$ cat config.mk
export PLATFORM = sky130hd
export DESIGN_NAME = game_sequencer
export DESIGN_NICKNAME = d
export VERILOG_FILES = /design/src/rtl/game_sequencer.sv
export SDC_FILE = /design/constraint.sdc
export NUM_CORES = 1
export LEC_CHECK = 0
export CAP_MARGIN = 10
export CORE_MARGIN = 4
export CORE_UTILIZATION = 35
export CTS_CLUSTER_DIAMETER = 120
export DETAILED_ROUTE_END_ITERATION = 16
export GPL_TIMING_DRIVEN = 0
export SKIP_CTS_REPAIR_TIMING = 1
export SYNTH_ARGS = -nofsm -noshare
export SYNTH_HDL_FRONTEND = slang
export SYNTH_SLANG_ARGS = --single-unit
$ cat constraint.sdc
create_clock -name clk -period 2.3 [get_ports clk]
set_input_delay 0.46 -clock clk [delete_from_list [all_inputs] [get_ports clk]]
set_output_delay 0.46 -clock clk [all_outputs]
set_load 0.01 [all_outputs]
$ cat src/rtl/game_sequencer.sv
// game_sequencer: top-level game flow controller for the frog/croc game.
// Tracks lives, level and score, sequences IDLE/PLAY/DYING/CLEAR/OVER and
// drives the frog reset pulse, croc enable and per-lane croc speeds.
module game_sequencer #(
  parameter int LIVES_INIT = 3,
  parameter int GOAL_X     = 600,
  parameter int HOLD_TICKS = 60,
  parameter int MAX_LEVEL  = 3
) (
  input  logic       clk,
  input  logic       rst,
  input  logic       tick,
  input  logic       start,
  input  logic       die,
  input  logic [9:0] frog_x,
  output logic [2:0] state,
  output logic       frog_rst,
  output logic       croc_en,
  output logic [1:0] lives,
  output logic [1:0] level,
  output logic [7:0] score,
  output logic [2:0] speed1,
  output logic [2:0] speed2,
  output logic [2:0] speed3
);

  typedef enum logic [2:0] {
    S_IDLE  = 3'd0,
    S_PLAY  = 3'd1,
    S_DYING = 3'd2,
    S_CLEAR = 3'd3,
    S_OVER  = 3'd4
  } state_t;

  state_t     cur_state, nxt_state;
  logic       start_d;
  logic       start_edge;
  logic [6:0] hold_cnt, hold_nxt, hold_inc;
  logic       hold_done;
  logic [1:0] lives_nxt, level_nxt;
  logic [7:0] score_nxt;

  assign start_edge = start & ~start_d;
  assign hold_inc   = hold_cnt + 7'd1;
  assign hold_done  = tick && (hold_inc == 7'(HOLD_TICKS));
  assign state      = cur_state;

  // Start-button history; it keeps following start during reset so a
  // button held through reset is not seen as a fresh press afterwards.
  always_ff @(posedge clk) begin
    start_d <= start;
  end

  // State register.
  always_ff @(posedge clk) begin
    if (rst) cur_state <= S_IDLE;
    else     cur_state <= nxt_state;
  end

  // Next-state logic plus next values of the game counters.
  always_comb begin
    nxt_state = cur_state;
    hold_nxt  = hold_cnt;
    lives_nxt = lives;
    level_nxt = level;
    score_nxt = score;
    case (cur_state)
      S_IDLE, S_OVER: begin
        if (start_edge) begin
          nxt_state = S_PLAY;
          lives_nxt = 2'(LIVES_INIT);
          level_nxt = 2'd0;
          score_nxt = 8'd0;
        end
      end
      S_PLAY: begin
        // A death in the same frame as reaching the goal counts as a death.
        if (die) begin
          nxt_state = S_DYING;
          lives_nxt = lives - 2'd1;
          hold_nxt  = 7'd0;
        end else if (frog_x >= 10'(GOAL_X)) begin
          nxt_state = S_CLEAR;
          score_nxt = (score == 8'hFF) ? score : score + 8'd1;
          hold_nxt  = 7'd0;
        end
      end
      S_DYING: begin
        if (tick) hold_nxt = hold_inc;
        if (hold_done) nxt_state = (lives == 2'd0) ? S_OVER : S_PLAY;
      end
      S_CLEAR: begin
        if (tick) hold_nxt = hold_inc;
        if (hold_done) begin
          nxt_state = S_PLAY;
          level_nxt = (level >= 2'(MAX_LEVEL)) ? 2'(MAX_LEVEL) : level + 2'd1;
        end
      end
      default: nxt_state = S_IDLE;
    endcase
  end

  // Game counters and registered play-control outputs.
  always_ff @(posedge clk) begin
    if (rst) begin
      hold_cnt <= 7'd0;
      lives    <= 2'(LIVES_INIT);
      level    <= 2'd0;
      score    <= 8'd0;
      frog_rst <= 1'b0;
      croc_en  <= 1'b0;
    end else begin
      hold_cnt <= hold_nxt;
      lives    <= lives_nxt;
      level    <= level_nxt;
      score    <= score_nxt;
      frog_rst <= (nxt_state == S_PLAY) && (cur_state != S_PLAY);
      croc_en  <= (nxt_state == S_PLAY);
    end
  end

  // Croc lane speeds grow with level; level tops out at 3, so 6 is the max.
  assign speed1 = 3'd1 + {1'b0, level};
  assign speed2 = 3'd2 + {1'b0, level};
  assign speed3 = 3'd3 + {1'b0, level};

endmodule

==> out/qor.yml <==
clock_tree:
  clk_latency_ps: 260
  ctsRootBufferMaster: "clkbuf_8"
  cts_buffers: 3
  cts_tree: "built"
  htree_levels: 1
  numClockSinks: 25
  clk_pin_slew_ps: 90
  clock_path_buffers: 2
floorplanning:
  initial_core_util_pct: 37.3
  die_w_microns: 71.6
  rows: 22
  core_area_sq_um: 3800
  io-pin-count: 41
  die_area_sq_um: 5130
  die_y_microns: 71.6
synthesis:
  yosysUniqueCellTypes: 41
  yosysTopAreaCellShare_pct: 35.3
  seq_area_frac_synth_pct: 35.3
  synth_nets: 191
  yosysWarnings: 0
  syn_area_sq_um: 1420
  synth_cells: 168
  synthFlopType: "dfxtp_1"
  synth.area.top_cells: "dfxtp_1, ha_1, a21oi_1, nand2_1, nand3_1"
  ys_seq_elements: 25
  synth.avg_cell_area_sq_um: 8.44
  synth-edff-count: 0
  async_flop_share_pct: 0
  yosys.area.top_type: "dfxtp_1"
sta:
  tightest_slew_ps: 641
  worst_slack_ps: 190
  period_share_pct: 91.7
  slew_headroom_pct: 57.0
  slew_violations: 0
  post-route-min-period_ps: 2110
  hold-worst-slack_ps: 506
  fmax_ghz: 0.474
  grt_setup_unrepaired: "no"
  setup-violations-final: 0
  hold_viol: 0
  finClkSkew_ps: 1.61
placed_design:
  place_congestion: 0.784
  pre_cts_slack_ps: -155
  placedCellCount: 253
  port_buffers: 37
  dp_hpwl_microns: 2670
grt:
  grt_max_degree: 14
  antenna_found_initial: 0
  overflow: 0
  grt_pass1_vias: 1342
  grt_pass1_wl_microns: 5860
  track_usage_pct: 13.7
cells_and_area:
  n_fill_cell: 369
  synthToLayoutAreaGrowth_pct: 34.2
  regArea_sq_um: 502
  diodes: 0
  drive_gt1_share_pct: 7.66
  finalNetCount: 233
  finalNonFillerCells: 257
  multi_input_area_sq_um: 842
drt:
  first_pass_iters: 5
  drc: 0
  routed_wl_microns: 3580
  drtIter0Drc: 66
  num_vias: 1393
  wl_per_cell_microns: 13.9
  viasPerCell: 5.42
  postRouteAntennaNets: 0
critical_path:
  worstRegToRegCells: 4
  r2r_start: "state[1]"
  rrSetupSlack_ps: 360
  start_kind: "flop"
  cp.required_ps: 1840
  path_max_fanout: 5
  crit_path_top_delay_cell: "clkdlybuf4s50_1"
  critPathMaxStageDelay_ps: 520
  rr_endpoint: "hold_cnt[3]"
  cp-endpoint: "speed3[1]"
  worst_setup_path_end_kind: "primary output"
  critical_path.startpoint: "level[1]"
  critPathKind: "reg -> out"
  crit_top_cell: "inv_1"
  arrival_ps: 1650
  crit_chain: "inv_1 > ha_1 > inv_1 > clkdlybuf4s50_1"
power:
  p_per_area_nw_per_um2: 434
  peakVddDrop_mv: 0.217
  totalPowerFinal_w: 0.000826
  static-leakage-power_nw: 0.677
worst_hold_path:
  min_path_type: "reg -> reg"
run_status:
  status: "complete, no violations"
run:
  max-cap-violations: 0
## power breakdown
group / total, W / leakage [nW] / switching (W) / internal, W
clock network: 0.000261 / 0.0228 / 0.000137 / 0.000124
logic: 0.000111 / 0.451 / 0.0000562 / 0.0000553
registers: 0.000454 / 0.203 / 0.0000127 / 0.000442
total: 0.000826 / 0.677 / 0.000206 / 0.000621
## per-stage QoR
step	instance area, sq um	setup TNS (ps)	util, %
global route	1900	0	50.1
CTS	1890	0	49.8
global placement	1850	-454	48.6
detailed placement	1850	-637	48.6
floorplan	1420	0	-
finish	1900	0	50.1
## final cells by class
type                       count  area share, %
sequential                    25           26.4
clock buffer                   4           2.37
timing repair buffer          37           19.5
tap                           48           3.16
buffer                         8           2.63
multi-input combinational    126           44.2
inverter                       9           1.78
## logic make-up after synthesis
kind of cell / share of synthesized area, %
AO/OA/AOI/OAI: 20.7
adder cells (fa/ha/maj): 7.06
XOR/XNOR: 0.618
buffers and inverters: 5.91
flip-flops: 35.3
AND/OR/NAND/NOR: 27.6
multiplexers: 2.82
## layer usage
metal / up-vias / GRT usage, % / part of all wire, %
li1: 695 / - / -
met1: 658 / 16.4 / 44
met2: 38 / 24.2 / 50
met3: 2 / 2.81 / 5.8
met4: 0 / 4.59 / 0.67
met5: - / 0 / 0
## flip-flops by register name (all words and copies together), names as in the netlist
name      count
croc_en       1
frog_rst      1
hold_cnt      7
level         2
lives         2
score         8
start_d       1
state         3
## worst max-delay path, delay by kind of cell (launching register included)
family     cells  cell delay [ps]
buf+inv        3              680
flops          1              400
fa+ha+maj      1              300
## synthesized netlist by cell type, types with 2 or more instances
| library cell | number |
|---|---|
| clkbuf_1 | 3 |
| o21ai_1 | 9 |
| nand3_1 | 9 |
| and2_1 | 2 |
| and4_1 | 2 |
| mux2i_1 | 4 |
| nand4_1 | 2 |
| o21ai_0 | 2 |
| or4_1 | 3 |
| or2_2 | 3 |
| buf_4 | 3 |
| a211oi_1 | 2 |
| nand2b_1 | 4 |
| or3_1 | 6 |
| a21o_1 | 2 |
| a31oi_1 | 5 |
| nor2b_1 | 4 |
| nand2_1 | 14 |
| nand3b_1 | 2 |
| ha_1 | 8 |
| a21oi_1 | 13 |
| inv_1 | 9 |
| nor2_1 | 10 |
| or2_1 | 2 |
| o31ai_1 | 4 |
| a311oi_1 | 2 |
| dfxtp_1 | 25 |
## worst min path at each step
stage / slack, ps / to / depth (start not counted) / start
after floorplan: 490 / hold_cnt[4] / 1 / hold_cnt[4]
after global placement: 490 / score[5] / 2 / score[5]
after detailed placement: 490 / score[5] / 2 / score[5]
after CTS: 500 / score[5] / 2 / score[5]
after global routing: 540 / score[5] / 2 / score[5]
final: 510 / score[7] / 2 / score[7]
## cells in the final DEF, fill, tap and decap left out, types with 6 or more instances in the layout
master	netlist	routed
nand3_1	9	9
nand2_1	14	14
a21oi_1	13	13
ha_1	8	8
clkdlybuf4s50_1	0	37
dfxtp_1	25	24
inv_1	9	9
nor2_1	10	10
o21ai_1	9	9
or3_1	6	6
Note: power is estimated with default switching activity, not from simulation.
==> edit 1 (same flow settings) <==
Put a register stage on the outputs `speed1`, `speed2` and `speed3`, with the module's reset. The values now appear one clock later. The other outputs are not delayed to match.
--- a/src/rtl/game_sequencer.sv
+++ b/src/rtl/game_sequencer.sv
@@ -120,9 +120,17 @@
   end
 
   // Croc lane speeds grow with level; level tops out at 3, so 6 is the max.
-  assign speed1 = 3'd1 + {1'b0, level};
-  assign speed2 = 3'd2 + {1'b0, level};
-  assign speed3 = 3'd3 + {1'b0, level};
+  always_ff @(posedge clk) begin
+    if (rst) begin
+      speed1 <= '0;
+      speed2 <= '0;
+      speed3 <= '0;
+    end else begin
+      speed1 <= 3'd1 + {1'b0, level};
+      speed2 <= 3'd2 + {1'b0, level};
+      speed3 <= 3'd3 + {1'b0, level};
+    end
+  end
 
 endmodule
 
Behaviour: not the same (Yosys sat finds a counterexample within 4 cycles, from zero or initial values and one cycle with rst high).
==> edit 1 against the unedited design <==
Cell area is 13% higher; setup slack worse by 34 ps; via count up 1.1%; fmax down 1.6%; first-iteration DRC count is 26% higher; sequential cell count up 8; count of clock-buffer cells in the layout rose by 3; total power up 54%; routed wire length grew 1.1%; largest power group unchanged; register-to-register slack got worse by 70 ps; area after synthesis is 13% higher; combinational power rose by 11%.
==> edit 1: results (changes against the unedited design) <==
Max H-tree Level 2 (was 1); Initial DRC Count 83 (was 66); Total GRT Usage 0.139 (was 0.137); Num CTS Buffers 5 (was 3); pin count of the biggest net entering global routing 11 (was 14); area post-placement 2030 µm² (was 1850 µm²); layout cells sized above 1 0.102 (was 0.0766); Via density 5.06 (was 5.42); Clock Latency Late Sink 280 ps (was 260 ps); GP Congestion 0.772 (was 0.784); CP max-delay cell or4_1 (was clkdlybuf4s50_1); post-synthesis sequential area ratio 0.412 (was 0.353); M2 GR Usage 0.213 (was 0.242); Cell variety after synth 48 (was 41); final hold slack 459 ps (was 506 ps); fin nets 248 (was 233); status completed (unchanged); R2R setup slack 290 ps (was 360 ps); Setup Skew 4.35 ps (was 1.61 ps); first-pass detailed-route iteration total 4 (was 5); synth cell count leaders 33 x dfxtp_1, 24 x nor2_1, 12 x nand2_1 (was 25 x dfxtp_1, 14 x nand2_1, 13 x a21oi_1); Avg WL per Cell 13.0 µm (was 13.9 µm); Peak VDD IR 0.000272 V (was 0.000217 V); Crit Path Max Fanout 9 (was 5); Port-buffer cells 36 (was 37); hpwl dp 2600 µm (was 2670 µm)
-- edit 1: per-stage QoR --
stage / setup TNS, ps / utilization / setup slack (ps) / std cells
3_3_place_gp: -958 / 0.463 / -221 / 270
5_1_grt: 0 / 0.491 / 82.9 / 278
2_1_floorplan: 0 / - / 352 / 182
6_report: 0 / 0.491 / 156 / 278
4_1_cts: 0 / 0.490 / 69.1 / 278
3_5_place_dp: -935 / 0.463 / -222 / 270
-- edit 1: final timing paths --
path | start | endpoint | depth (start not counted)
min | level[1]$_SDFFE_PP0P_ | speed2[1]$_SDFF_PP0_ | 1
max reg2reg | state[2]$_SDFF_PP0_ | score[6]$_SDFFE_PP0P_ | 7
max | die | hold_cnt[6]$_SDFFE_PP0P_ | 7
min reg2reg | level[1]$_SDFFE_PP0P_ | speed2[1]$_SDFF_PP0_ | 1
-- edit 1: routing by layer --
layer  wire (µm)  vias to the layer above
li1            -                      725
met1        1700                      644
met2        1670                       30
met3         171                        9
met4          77                        0
met5           0                        -
-- edit 1: cell type report --
type,count,area (µm²)
inverters,7,26.3
plain buffers,10,62.6
repair buffers,36,360
flip-flops and latches,33,661
clock buffers,7,86.3
fillers,418,2230
clock inverters,1,30.0
multi-input cells,132,862
well taps,52,65.1
-- edit 1: cells by family after synthesis --
| group | synth area share |
|---|---|
| AOI/OAI and AO/OA | 0.140 |
| adders and majority gates | 0.0624 |
| DFF | 0.412 |
| buffers and inverters | 0.0553 |
| and+or+nand+nor | 0.261 |
| muxes | 0.0265 |
| xor gates and xnor gates | 0.0436 |
-- edit 1: worst max-delay path, delay by kind of cell --
| kind | cells | cell delay [ps] |
|---|---|---|
| compound gates | 2 | 510 |
| simple gates | 3 | 710 |
| buf+inv | 2 | 680 |
-- edit 1: where the power goes --
| part | total (µW) | internal [µW] | switching (µW) |
|---|---|---|---|
| clock network | 565 | 353 | 212 |
| logic | 123 | 59.7 | 62.8 |
| registers | 587 | 582 | 5.27 |
==> edit 2 (same settings) <==
Without the edit above. `HOLD_TICKS`: 60 -> 45.
--- a/src/rtl/game_sequencer.sv
+++ b/src/rtl/game_sequencer.sv
@@ -4,7 +4,7 @@
 module game_sequencer #(
   parameter int LIVES_INIT = 3,
   parameter int GOAL_X     = 600,
-  parameter int HOLD_TICKS = 60,
+  parameter int HOLD_TICKS = 45,
   parameter int MAX_LEVEL  = 3
 ) (
   input  logic       clk,
Check against the original RTL: no difference found for any inputs over 10 cycles, from zero or initial values and one cycle with rst high; that may be too few to reach the edited logic, so the function may still have changed.
==> edit 2 against the unedited design <==
Core utilization is 0.83 points lower; total power is 1.2% lower; area after synthesis is 2.9% lower; critical endpoint unchanged; sequential share of layout area is 0.84 points higher; routed wire length is 8.8% lower; sequential cell count stayed put; cell area is 3.1% lower; count of clock-buffer cells in the layout is 1 lower; setup slack worse by 11 ps; global-route usage is 0.15 points lower.
==> edit 2: results (changes against the unedited design) <==
status completed (unchanged); DP Cell Count 251 (was 253); pin count of the biggest net entering global routing 15 (was 14); hpwl dp 2570 µm (was 2670 µm); Syn Area/Cell 8.24 µm² (was 8.44 µm²); R2R depth 6 (was 4); Via density 5.09 (was 5.42); Worst Setup SP level[0]$_SDFFE_PP0P_ (was level[1]$_SDFFE_PP0P_); vias in the first global route 1240 (was 1342); r2r startpoint hold_cnt[0]$_SDFFE_PP0P_ (was state[1]$_SDFF_PP0_); top post-synthesis cells by area dfxtp_1 36%, ha_1 7.3%, nor2_1 5.7% (was dfxtp_1 35%, ha_1 7.1%, a21oi_1 4.6%); leakage 0.000673 µW (was 0.000677 µW); Peak VDD IR 0.000175 V (was 0.000217 V); Port-buffer cells 36 (was 37); first-pass detailed-route iteration total 4 (was 5); GP Congestion 0.851 (was 0.784); first-pass GRT wire length 5690 µm (was 5860 µm); fin nets 231 (was 233); clk buf depth 2 (unchanged); total wire length 3270 µm (was 3580 µm); Setup Skew 4.66 ps (was 1.61 ps); Worst Hold Depth 1 (was 2); Tightest Pin Transition 651 ps (was 641 ps); min-delay src hold_cnt[5]$_SDFFE_PP0P_ (was score[7]$_SDFFE_PP0P_); synth cell count leaders 25 x dfxtp_1, 21 x nor2_1, 15 x nand2_1 (was 25 x dfxtp_1, 14 x nand2_1, 13 x a21oi_1); Avg WL per Cell 12.8 µm (was 13.9 µm); Initial DRC Count 29 (was 66); Total GRT Usage 0.136 (was 0.137); post-synthesis sequential area ratio 0.364 (was 0.353); layout cells sized above 1 0.0870 (was 0.0766); Syn Nets 190 (was 191)
-- edit 2: cell families (layout without fill, tap and decap cells) --
group	Yosys count	count (layout)	share of synthesized area
and+or+nand+nor	75	75	0.292
AOI/OAI and AO/OA	30	30	0.147
DFF	25	25	0.364
buffers and inverters	19	59	0.0600
xor gates and xnor gates	9	9	0.0573
adders and majority gates	8	8	0.0727
muxes	1	1	0.00727
-- edit 2: cell type report --
type / instances / area (µm²)
fill: 372 / 1900
multi-input combinational: 123 / 793
sequential: 25 / 502
timing repair buffer: 36 / 360
tap: 48 / 60.1
inverter: 13 / 48.8
clock buffer: 3 / 41.3
buffer: 6 / 33.8
clock inverter: 1 / 5.00
-- edit 2: routing by layer --
layer  vias up  GRT usage  share of wire
li1        658          -              -
met1       614      0.171           0.46
met2        22      0.238           0.50
met3         4     0.0227          0.032
met4         0     0.0376         0.0089
met5         -          0              0
-- edit 2: critical path: stages, from the launching register on --
cell             delay [ps]
dfxtp_2                 380
inv_1                   110
ha_1                    310
inv_1                    50
clkdlybuf4s50_1         530
-- edit 2: report_power, final --
| part | leakage (µW) | internal, µW | switching (µW) |
|---|---|---|---|
| Sequential | 0.000203 | 441 | 11.2 |
| Clock | 0.0000255 | 121 | 143 |
| Combinational | 0.000444 | 48.3 | 51.6 |
-- edit 2: final timing paths --
path / slack, ps / to
setup / recovery: 180 / speed3[1]
hold / removal: 510 / hold_cnt[5]$_SDFFE_PP0P_
setup reg to reg: 370 / level[0]$_SDFFE_PP0P_
hold reg to reg: 510 / hold_cnt[5]$_SDFFE_PP0P_
-- edit 2: metrics by stage --
step | setup WS (ps) | util | power [µW]
floorplan | 650 | - | 514
global placement | 98.9 | 0.480 | 559
detailed placement | 26.5 | 0.480 | 562
CTS | 93.3 | 0.492 | 824
global route | 57.0 | 0.493 | 855
finish | 180 | 0.493 | 816
